[src/rtl/icache_pkg.sv]
// Shared types for the direct-mapped instruction cache: bus structs, FSM states,
// address-split width helpers and per-line metadata.
package icache_pkg;

  localparam int ICACHE_ADDR_W    = 64;
  // Widest tag possible with SETS>=2 and LINE_WORDS>=2; narrower tags are zero-extended.
  localparam int ICACHE_TAG_MAX_W = 60;

  typedef struct packed {
    logic        valid;
    logic [63:0] addr;
  } ibus_req_t;

  typedef struct packed {
    logic        addr_ok;
    logic        data_ok;
    logic [31:0] data;
  } ibus_resp_t;

  typedef enum logic [1:0] {
    S_IDLE,
    S_REFILL,
    S_RESP
  } icache_state_t;

  typedef struct packed {
    logic                        valid;
    logic [ICACHE_TAG_MAX_W-1:0] tag;
  } line_meta_t;

  function automatic int OFFSET_W(input int line_words);
    return $clog2(line_words);
  endfunction

  function automatic int INDEX_W(input int sets);
    return $clog2(sets);
  endfunction

  function automatic int ICACHE_TAG_W(input int sets, input int line_words);
    return ICACHE_ADDR_W - 2 - INDEX_W(sets) - OFFSET_W(line_words);
  endfunction

endpackage

[src/rtl/icache_data_array.sv]
// Line storage: SETS x LINE_WORDS 32-bit words, one synchronous write port and
// one combinational read port. Contents are not reset; validity lives in the top.
module icache_data_array
  import icache_pkg::*;
#(
  parameter int SETS       = 16,
  parameter int LINE_WORDS = 4
) (
  input  logic                            clk,
  input  logic                            i_we,
  input  logic [INDEX_W(SETS)-1:0]        i_w_index,
  input  logic [OFFSET_W(LINE_WORDS)-1:0] i_w_word,
  input  logic [31:0]                     i_w_data,
  input  logic [INDEX_W(SETS)-1:0]        i_r_index,
  input  logic [OFFSET_W(LINE_WORDS)-1:0] i_r_word,
  output logic [31:0]                     o_r_data
);

  logic [31:0] r_mem [SETS*LINE_WORDS];

  always_ff @(posedge clk) begin
    if (i_we) r_mem[{i_w_index, i_w_word}] <= i_w_data;
  end

  assign o_r_data = r_mem[{i_r_index, i_r_word}];

endmodule

[src/rtl/icache_direct.sv]
// Direct-mapped read-only I-cache: hits answer one cycle after the request, misses
// refill a whole line as sequential word reads. ICACHE_PERF_CNT_EN adds hit/miss counters.
module icache_direct
  import icache_pkg::*;
#(
  parameter int SETS       = 16,
  parameter int LINE_WORDS = 4
) (
  input  logic        clk,
  input  logic        rst,
  input  ibus_req_t   ireq,
  output ibus_resp_t  iresp,
  output ibus_req_t   mreq,
  input  ibus_resp_t  mresp
`ifdef ICACHE_PERF_CNT_EN
  ,
  output logic [63:0] hit_cnt,
  output logic [63:0] miss_cnt
`endif
);

  localparam int OW = OFFSET_W(LINE_WORDS);
  localparam int IW = INDEX_W(SETS);
  localparam int TW = ICACHE_TAG_W(SETS, LINE_WORDS);
  localparam logic [OW-1:0] BEAT_LAST = OW'(LINE_WORDS - 1);

  icache_state_t r_state, w_state_nxt;
  logic [OW-1:0] r_beat;
  logic [63:0]   r_addr;
  logic [31:0]   r_word;
  line_meta_t    r_meta [SETS];

  logic [IW-1:0] w_req_idx, w_lat_idx, w_rd_idx;
  logic [OW-1:0] w_req_off, w_lat_off, w_rd_off;
  logic [TW-1:0] w_req_tag, w_lat_tag;
  logic          w_hit, w_arr_we, w_fill_done, w_take_hit, w_take_miss;
  logic [31:0]   w_rd_data;
  logic          w_unused;

  assign w_req_off = ireq.addr[2 +: OW];
  assign w_req_idx = ireq.addr[2+OW +: IW];
  assign w_req_tag = ireq.addr[63 -: TW];
  assign w_lat_off = r_addr[2 +: OW];
  assign w_lat_idx = r_addr[2+OW +: IW];
  assign w_lat_tag = r_addr[63 -: TW];
  assign w_unused  = ^{ireq.addr[1:0], r_addr[1:0], mresp.addr_ok};

  assign w_hit = r_meta[w_req_idx].valid &&
                 (r_meta[w_req_idx].tag == ICACHE_TAG_MAX_W'(w_req_tag));

  assign w_take_hit  = (r_state == S_IDLE) && ireq.valid && w_hit;
  assign w_take_miss = (r_state == S_IDLE) && ireq.valid && !w_hit;

  // During refill the read port looks at the latched line so the final word can be picked.
  assign w_rd_idx = (r_state == S_REFILL) ? w_lat_idx : w_req_idx;
  assign w_rd_off = (r_state == S_REFILL) ? w_lat_off : w_req_off;

  icache_data_array #(
    .SETS       (SETS),
    .LINE_WORDS (LINE_WORDS)
  ) u_data (
    .clk       (clk),
    .i_we      (w_arr_we),
    .i_w_index (w_lat_idx),
    .i_w_word  (r_beat),
    .i_w_data  (mresp.data),
    .i_r_index (w_rd_idx),
    .i_r_word  (w_rd_off),
    .o_r_data  (w_rd_data)
  );

  always_comb begin
    w_state_nxt = r_state;
    iresp       = '0;
    mreq        = '0;
    w_arr_we    = 1'b0;
    w_fill_done = 1'b0;
    unique case (r_state)
      S_IDLE: begin
        if (ireq.valid) w_state_nxt = w_hit ? S_RESP : S_REFILL;
      end
      S_REFILL: begin
        mreq.valid = 1'b1;
        mreq.addr  = {r_addr[63:2+OW], r_beat, 2'b00};
        if (mresp.data_ok) begin
          w_arr_we = 1'b1;
          if (r_beat == BEAT_LAST) begin
            w_fill_done = 1'b1;
            w_state_nxt = S_RESP;
          end
        end
      end
      S_RESP: begin
        iresp.addr_ok = 1'b1;
        iresp.data_ok = 1'b1;
        iresp.data    = r_word;
        w_state_nxt   = S_IDLE;
      end
      default: w_state_nxt = S_IDLE;
    endcase
  end

  always_ff @(posedge clk or posedge rst) begin
    if (rst) begin
      r_state <= S_IDLE;
      r_beat  <= '0;
      r_addr  <= '0;
      r_word  <= '0;
      for (int s = 0; s < SETS; s++) r_meta[s] <= '0;
    end else begin
      r_state <= w_state_nxt;
      if (w_take_hit) r_word <= w_rd_data;
      if (w_take_miss) begin
        r_addr <= ireq.addr;
        r_beat <= '0;
      end
      if (w_arr_we) r_beat <= (r_beat == BEAT_LAST) ? '0 : r_beat + 1'b1;
      if (w_fill_done) begin
        r_meta[w_lat_idx] <= '{valid: 1'b1, tag: ICACHE_TAG_MAX_W'(w_lat_tag)};
        // The last beat is not in the array yet, so forward it when it is the wanted word.
        r_word <= (w_lat_off == BEAT_LAST) ? mresp.data : w_rd_data;
      end
    end
  end

`ifdef ICACHE_PERF_CNT_EN
  logic [63:0] r_hit_cnt, r_miss_cnt;

  always_ff @(posedge clk or posedge rst) begin
    if (rst) begin
      r_hit_cnt  <= '0;
      r_miss_cnt <= '0;
    end else begin
      if (w_take_hit && (r_hit_cnt != '1))   r_hit_cnt  <= r_hit_cnt + 64'd1;
      if (w_take_miss && (r_miss_cnt != '1)) r_miss_cnt <= r_miss_cnt + 64'd1;
    end
  end

  assign hit_cnt  = r_hit_cnt;
  assign miss_cnt = r_miss_cnt;
`endif

endmodule

[config.mk]
export PLATFORM = sky130hd
export DESIGN_NAME = icache_direct
export DESIGN_NICKNAME = d
export VERILOG_FILES = /design/src/rtl/icache_pkg.sv /design/src/rtl/icache_data_array.sv /design/src/rtl/icache_direct.sv
export SDC_FILE = /design/constraint.sdc
export NUM_CORES = 2
export LEC_CHECK = 0
export CELL_PAD_IN_SITES_DETAIL_PLACEMENT = 1
export CELL_PAD_IN_SITES_GLOBAL_PLACEMENT = 2
export CORE_MARGIN = 2
export CORE_UTILIZATION = 25
export CTS_CLUSTER_DIAMETER = 150
export DETAILED_ROUTE_END_ITERATION = 8
export PLACE_DENSITY = 0.58
export SLEW_MARGIN = 25
export SYNTH_ARGS = -nofsm -noshare
export SYNTH_HDL_FRONTEND = slang
export SYNTH_SLANG_ARGS = --single-unit
[constraint.sdc]
create_clock -name clk -period 32.2 [get_ports clk]
set_clock_uncertainty 0.15 [all_clocks]
set_input_delay 6.44 -clock clk [delete_from_list [all_inputs] [get_ports clk]]
set_output_delay 6.44 -clock clk [all_outputs]
set_load 0.005 [all_outputs]
* Word level (Yosys, flattened, before mapping) *
Memory sizes are Yosys's and may differ from the RTL's.
Cells that the tools add are included.
Widths: inputs -> output; s select.

storage, ports and cells
  flip-flop bits (word level) = 1,076
  bits in writable memories = 2,048
  input port bits = 101
  output and inout bits = 99
  word-level logic and storage cells = 89
  memories = 1

operators by class
  add/sub/neg operators = 1
  $lt $le $gt $ge = 3
  equal/unequal tests = 8
  mux-type cells = 28
  bitwise logic cells = 2
  reductions and logical operators = 10

memory list
  name          depth  width  read ports  clocked after Yosys merged registers in  write ports  RTL line                 source
  u_data.r_mem  64     32     1           0                                        1            icache_data_array.sv:19  logic [31:0] r_mem [SETS*LINE_WORDS];

operator list
  cell                 number
  $bwmux 976           1
  $bmux 61 s4          1
  $demux 61 s4         1
  $mux 61              3
  $mux 32              3
  $mux 65              1
  $eq 60x56->1         1
  $mux 34              1
  $mux 2               8
  $ge 5x5->1 const B   2
  $not 4->5            2
  $mux 1               7
  $eq 2x2->1 const B   3
  $logic_and 1x1->1    5
  $lt 5x1->1 const B   1
  $mux 4               1
  $ne 2x2->1 const B   2
  $pmux 2 s2           1
  $reduce_bool 2->1    2
  $reduce_and 3->1     1
  $add 2x1->2 const B  1
  $eq 2x1->1 const B   1
  $logic_not 2->1      1
  $ne 2x1->1 const B   1
  $logic_not 1->1      1

* Logic depth before layout (Yosys ltp) *
  depth in word-level cells = 10
  mapped depth = 18
  mapped depth without buffers = 10

* Hierarchy *
Synthesis repeated with hierarchy kept, for this count alone.

unflattened totals
  cells, all modules = 6,407
  area, all modules = 125,051.2 µm²

by module, submodules not included
  module             times used  cells each  area an instance (µm²)  sequential area each (µm²)
  icache_data_array  1           3,292       77,874.7                61,499.0
  icache_direct      1           3,115       47,176.5                25,274.2

* Worst setup path before layout *
Ideal clock, no wire load.

  path kind = input port to flip-flop
  start point = input port ireq[5] (netlist name)
  end point = register r_word[10]
  library setup time = 127 ps
  data arrival time = 9,493 ps
  path slack = 22,430 ps
  stages on the path = 15
  cell sequence = buf_2 > buf_2 > buf_2 > clkbuf_1 > mux4_2 > xor2_1 > a222oi_1 > o31ai_1 > nor4_1 > nand2_1 > nor4_1 > a21o_1 > buf_4 > buf_6 > mux2_1

between the ends
  cells in the longest elaborated chain, start to end = 8
  elaborated cells on any way between the ends = 13

ends and longest elaborated chain
  item                                        RTL line                                  source
  start, declared                             icache_direct.sv:11                       input ibus_req_t ireq,
  $not 4->5 (implied by the code)             icache_direct.sv:48, icache_direct.sv:49
  $bmux 61 s4                                 icache_direct.sv:48, icache_direct.sv:49
  $mux 61 (implied by the code) (2 in a row)  icache_direct.sv:49                       (r_meta[w_req_idx].tag == ICACHE_TAG_MAX_W'(w_req_tag));
  $eq 60x56->1                                icache_direct.sv:49
  $logic_and 1x1->1                           icache_direct.sv:48                       assign w_hit = r_meta[w_req_idx].valid &&
  $logic_and 1x1->1                           icache_direct.sv:51                       assign w_take_hit = (r_state == S_IDLE) && ireq.valid && w_hit;
  $reduce_bool 2->1 (no line)                 --
  end signal, assigned                        icache_direct.sv:112                      if (w_take_hit) r_word <= w_rd_data;
  end signal, assigned                        icache_direct.sv:121                      r_word <= (w_lat_off == BEAT_LAST) ? mresp.data : w_rd_data;
  end, declared                               icache_direct.sv:30                       logic [31:0] r_word;

Parallel ways exist; a longest one is shown, timed or not. The select of a mux whose other input is x is not followed.
A chain may end at the register's enable or synchronous reset.

* Worst setup path after layout *
  start point = input port ireq[4] (netlist name)
  end point = register r_word[7]

The elaborated chain is that of the path after synthesis.

==> results.toml <==
[cts]
cts_hold_buffers = 0
cts_tree = "yes"
cts.clk_slew.worst_paths_ps = 60
cts.sinks = 3058
numCtsBuffers = 335
clock_path_buffers = 4
h-tree-depth = 5
clk_root_buffer_cell = "clkbuf_16"
cts_setup_buffers = 0
clk_latency_ps = 960
cts_resized = 0

[worst_setup_path]
cp.required_ps = 32850
cp.arrival_ps = 12740
crit_slowest_cell = "buf_4"
timing.rr.end = "r_word[31]$_DFFE_PP0P_"
cp_num_buf_inv = 4
worstSetupPathType = "primary input to register"
crit_path_max_incr_delay_ps = 700
path_cells = "buf_8, buf_12, buf_4, mux4_2, mux4_2, xnor2_1, nand2_1, nor3b_1, nand4_1, nor4_1, a21o_2, buf_4, mux2_1"
r2r-start = "r_state[0]$_DFFE_PP0P_"
worst-path-max-fanout = 71
r2r_cells = 14
crit_family = "buffers and inverters"
crit_start = "ireq[4]"
endpoint_kind = "register"
rrSetupSlack_ps = 25120
start_kind = "primary input"

[min_path]
whs_endpoint = "r_meta[487]$_DFFE_PP0P_"
hold_depth = 1
hp-class = "register to register"
holdCritStartpoint = "r_meta[487]$_DFFE_PP0P_"

[yosys]
synth.yosys.warnings = 0
seq_area_frac_synth_pct = 68.6
synth_compound_area_share_pct = 1.85
synthArstFlopShare_pct = 33.0
synth-xor-area-share_pct = 0.360
synth_flop_cell = "edfxtp_1"
ys_types = 74
synth_mux_area_share_pct = 20.8
synth_simple_gate_area_share_pct = 6.39
synth_area_leaders = "edfxtp_1, dfrtp_1, mux4_2, mux2_2, nand2_1"
synth_fa_ha_area_share_pct = 0.00989
synth_top_family_by_area = "multiplexers"
synth-seq-cells = 3058
synth_edf_count = 2048
syn_area_per_cell_um2 = 16.8
synth.cell_area_um2 = 126000
synth_top_area_cell = "edfxtp_1"
synth_top_cell_area_share_pct = 48.6
syn_inst = 7537

[die]
core_um2 = 505000
placementRows = 261
start_util_pct = 25.1
io_pins = 200
die_area_um2 = 512000
fp.dieW_um = 715
die_h_um = 715

[pwr]
p_leak_nw = 54.0
ir_worst_vdd_mv = 0.0987
total_power_mw = 13.1
p_per_area_nw_per_um2 = 88.4

[cells_and_area]
final_common_cell = "edfxtp_1"
final_cell_mix = "edfxtp_1, dfrtp_1, mux2_2"
nFillCells = 52300
ff_latch_area_um2 = 86800
drive_above_1_share_pct = 30.5
nets = 7860
multi_input_area_um2 = 37900
syn_to_final_growth_pct = 16.8

[sta]
maxSlewHeadroom_pct = 22.3
max_freq_mhz = 82.7
period_minus_slack_ps = 12090
period_share_pct = 37.6
worst_pin_slew_ps = 1160
rsz0062_at_grt = "false"
fin_tns_setup_ps = 0
hold_viol = 0
setup_viol = 0
slew_viol_final = 0

[route]
avgRoutedWirePerCell_um = 27.4
wl_met2_um = 196000
vias_per_cell = 4.75
drtIter0Drc = 5653
vias = 70100
antenna_left = 0
maxUsedRoutingLayer = "met5"
firstDrtPassIters = 5
drc = 0
wl_met1_um = 178000
wl_um = 404000
dr_wl_met3_um = 20100

[global_route]
grt_max_degree = 185
antenna_found_initial = 37
grt_usage_pct = 15.5
grt_pass1_vias = 76600
grt_remaining_overflow = 0
grt_pass1_wl_um = 578000

[flow_run]
max_cap_viol_count = 0

[run_status]
status = "finished clean"

[placed_design]
dpl.hpwl_um = 226000
place.gp.congestion = 0.755
numPortBuffers = 194
[sequential cells by signal, indices dropped and copies added, names as in the netlist]
register	flops
r_addr	62
r_beat	2
r_meta	912
r_state	2
r_word	32
u_data.r_mem	2048
[synthesized netlist by cell type, types with 20 or more instances]
cell,number
a211oi_1,34
a21oi_1,95
a22oi_1,23
a311oi_1,36
a31oi_1,29
and2_1,96
and3_1,29
buf_1,94
buf_2,49
buf_6,26
clkbuf_1,352
dfrtp_1,1010
edfxtp_1,2048
inv_1,26
mux2_1,46
mux2_2,926
mux2_4,47
mux2i_1,99
mux4_2,606
nand2_1,882
nand3_1,503
nor2_1,150
nor3_1,23
nor4_1,23
o22ai_1,31
xnor2_1,32
xor2_1,20
[stage by stage]
step / cell area, µm² / hold slack [ps] / std cells / utilization, % / setup slack [ps]
floorplan: 126000 / 279 / 7538 / - / 11690
global placement: 137000 / 294 / 14100 / 27.1 / 18970
detailed placement: 137000 / 301 / 14100 / 27.1 / 18990
CTS: 147000 / 321 / 14700 / 29.2 / 20010
global route: 148000 / 334 / 14700 / 29.3 / 19780
finish: 148000 / 319 / 14700 / 29.3 / 20110
[where the power goes]
group,switching (mW),internal (mW)
clock,1.63,2.16
combinational,2.42,1.66
sequential,0.439,4.74
[layer usage]
| metal | vias up | track usage (%) |
|---|---|---|
| met2 | 1653 | 26.2 |
| met1 | 38500 | 21.0 |
| met4 | 8 | 3.56 |
| met5 | - | 0 |
| li1 | 29400 | - |
| met3 | 516 | 2.34 |
[cell type report]
cell class,instances,share of cell area [%]
Antenna cell,10,0.0169
Timing Repair Buffer,422,2.52
Multi-Input combinational cell,3914,25.7
Clock buffer,444,6.18
Inverter,27,0.0737
Tap cell,6706,5.68
Clock inverter,163,1.05
Sequential cell,3058,58.8
[cell families (layout without fill, tap and decap cells)]
| kind of cell | after synthesis | after routing |
|---|---|---|
| flip-flops | 3058 | 3058 |
| AND/OR/NAND/NOR | 1798 | 1798 |
| multiplexers | 1724 | 1724 |
| buffers and inverters | 566 | 1056 |
| AO/OA/AOI/OAI | 337 | 337 |
| XOR/XNOR | 52 | 52 |
| adder cells (fa/ha/maj) | 1 | 1 |
| other | 1 | 12 |
[worst max-delay path by stage]
stage,to,slack [ps],depth (start not counted)
6_report,r_word[7]$_DFFE_PP0P_,20110,13
5_1_grt,r_word[30]$_DFFE_PP0P_,19780,13
4_1_cts,r_word[1]$_DFFE_PP0P_,20010,13
3_5_place_dp,r_word[18]$_DFFE_PP0P_,18990,12
3_3_place_gp,r_word[27]$_DFFE_PP0P_,18970,13
2_1_floorplan,r_addr[10]$_DFFE_PP0P_,11690,1
[worst reg2reg max path: cells and delay by family, from the launching register on]
family | cells | cell delay, ps
buffers and inverters | 5 | 3690
AND/OR/NAND/NOR | 5 | 1630
multiplexers | 3 | 950
flip-flops | 1 | 430
AO/OA/AOI/OAI | 1 | 190
Power figures use the tool's default switching activity.
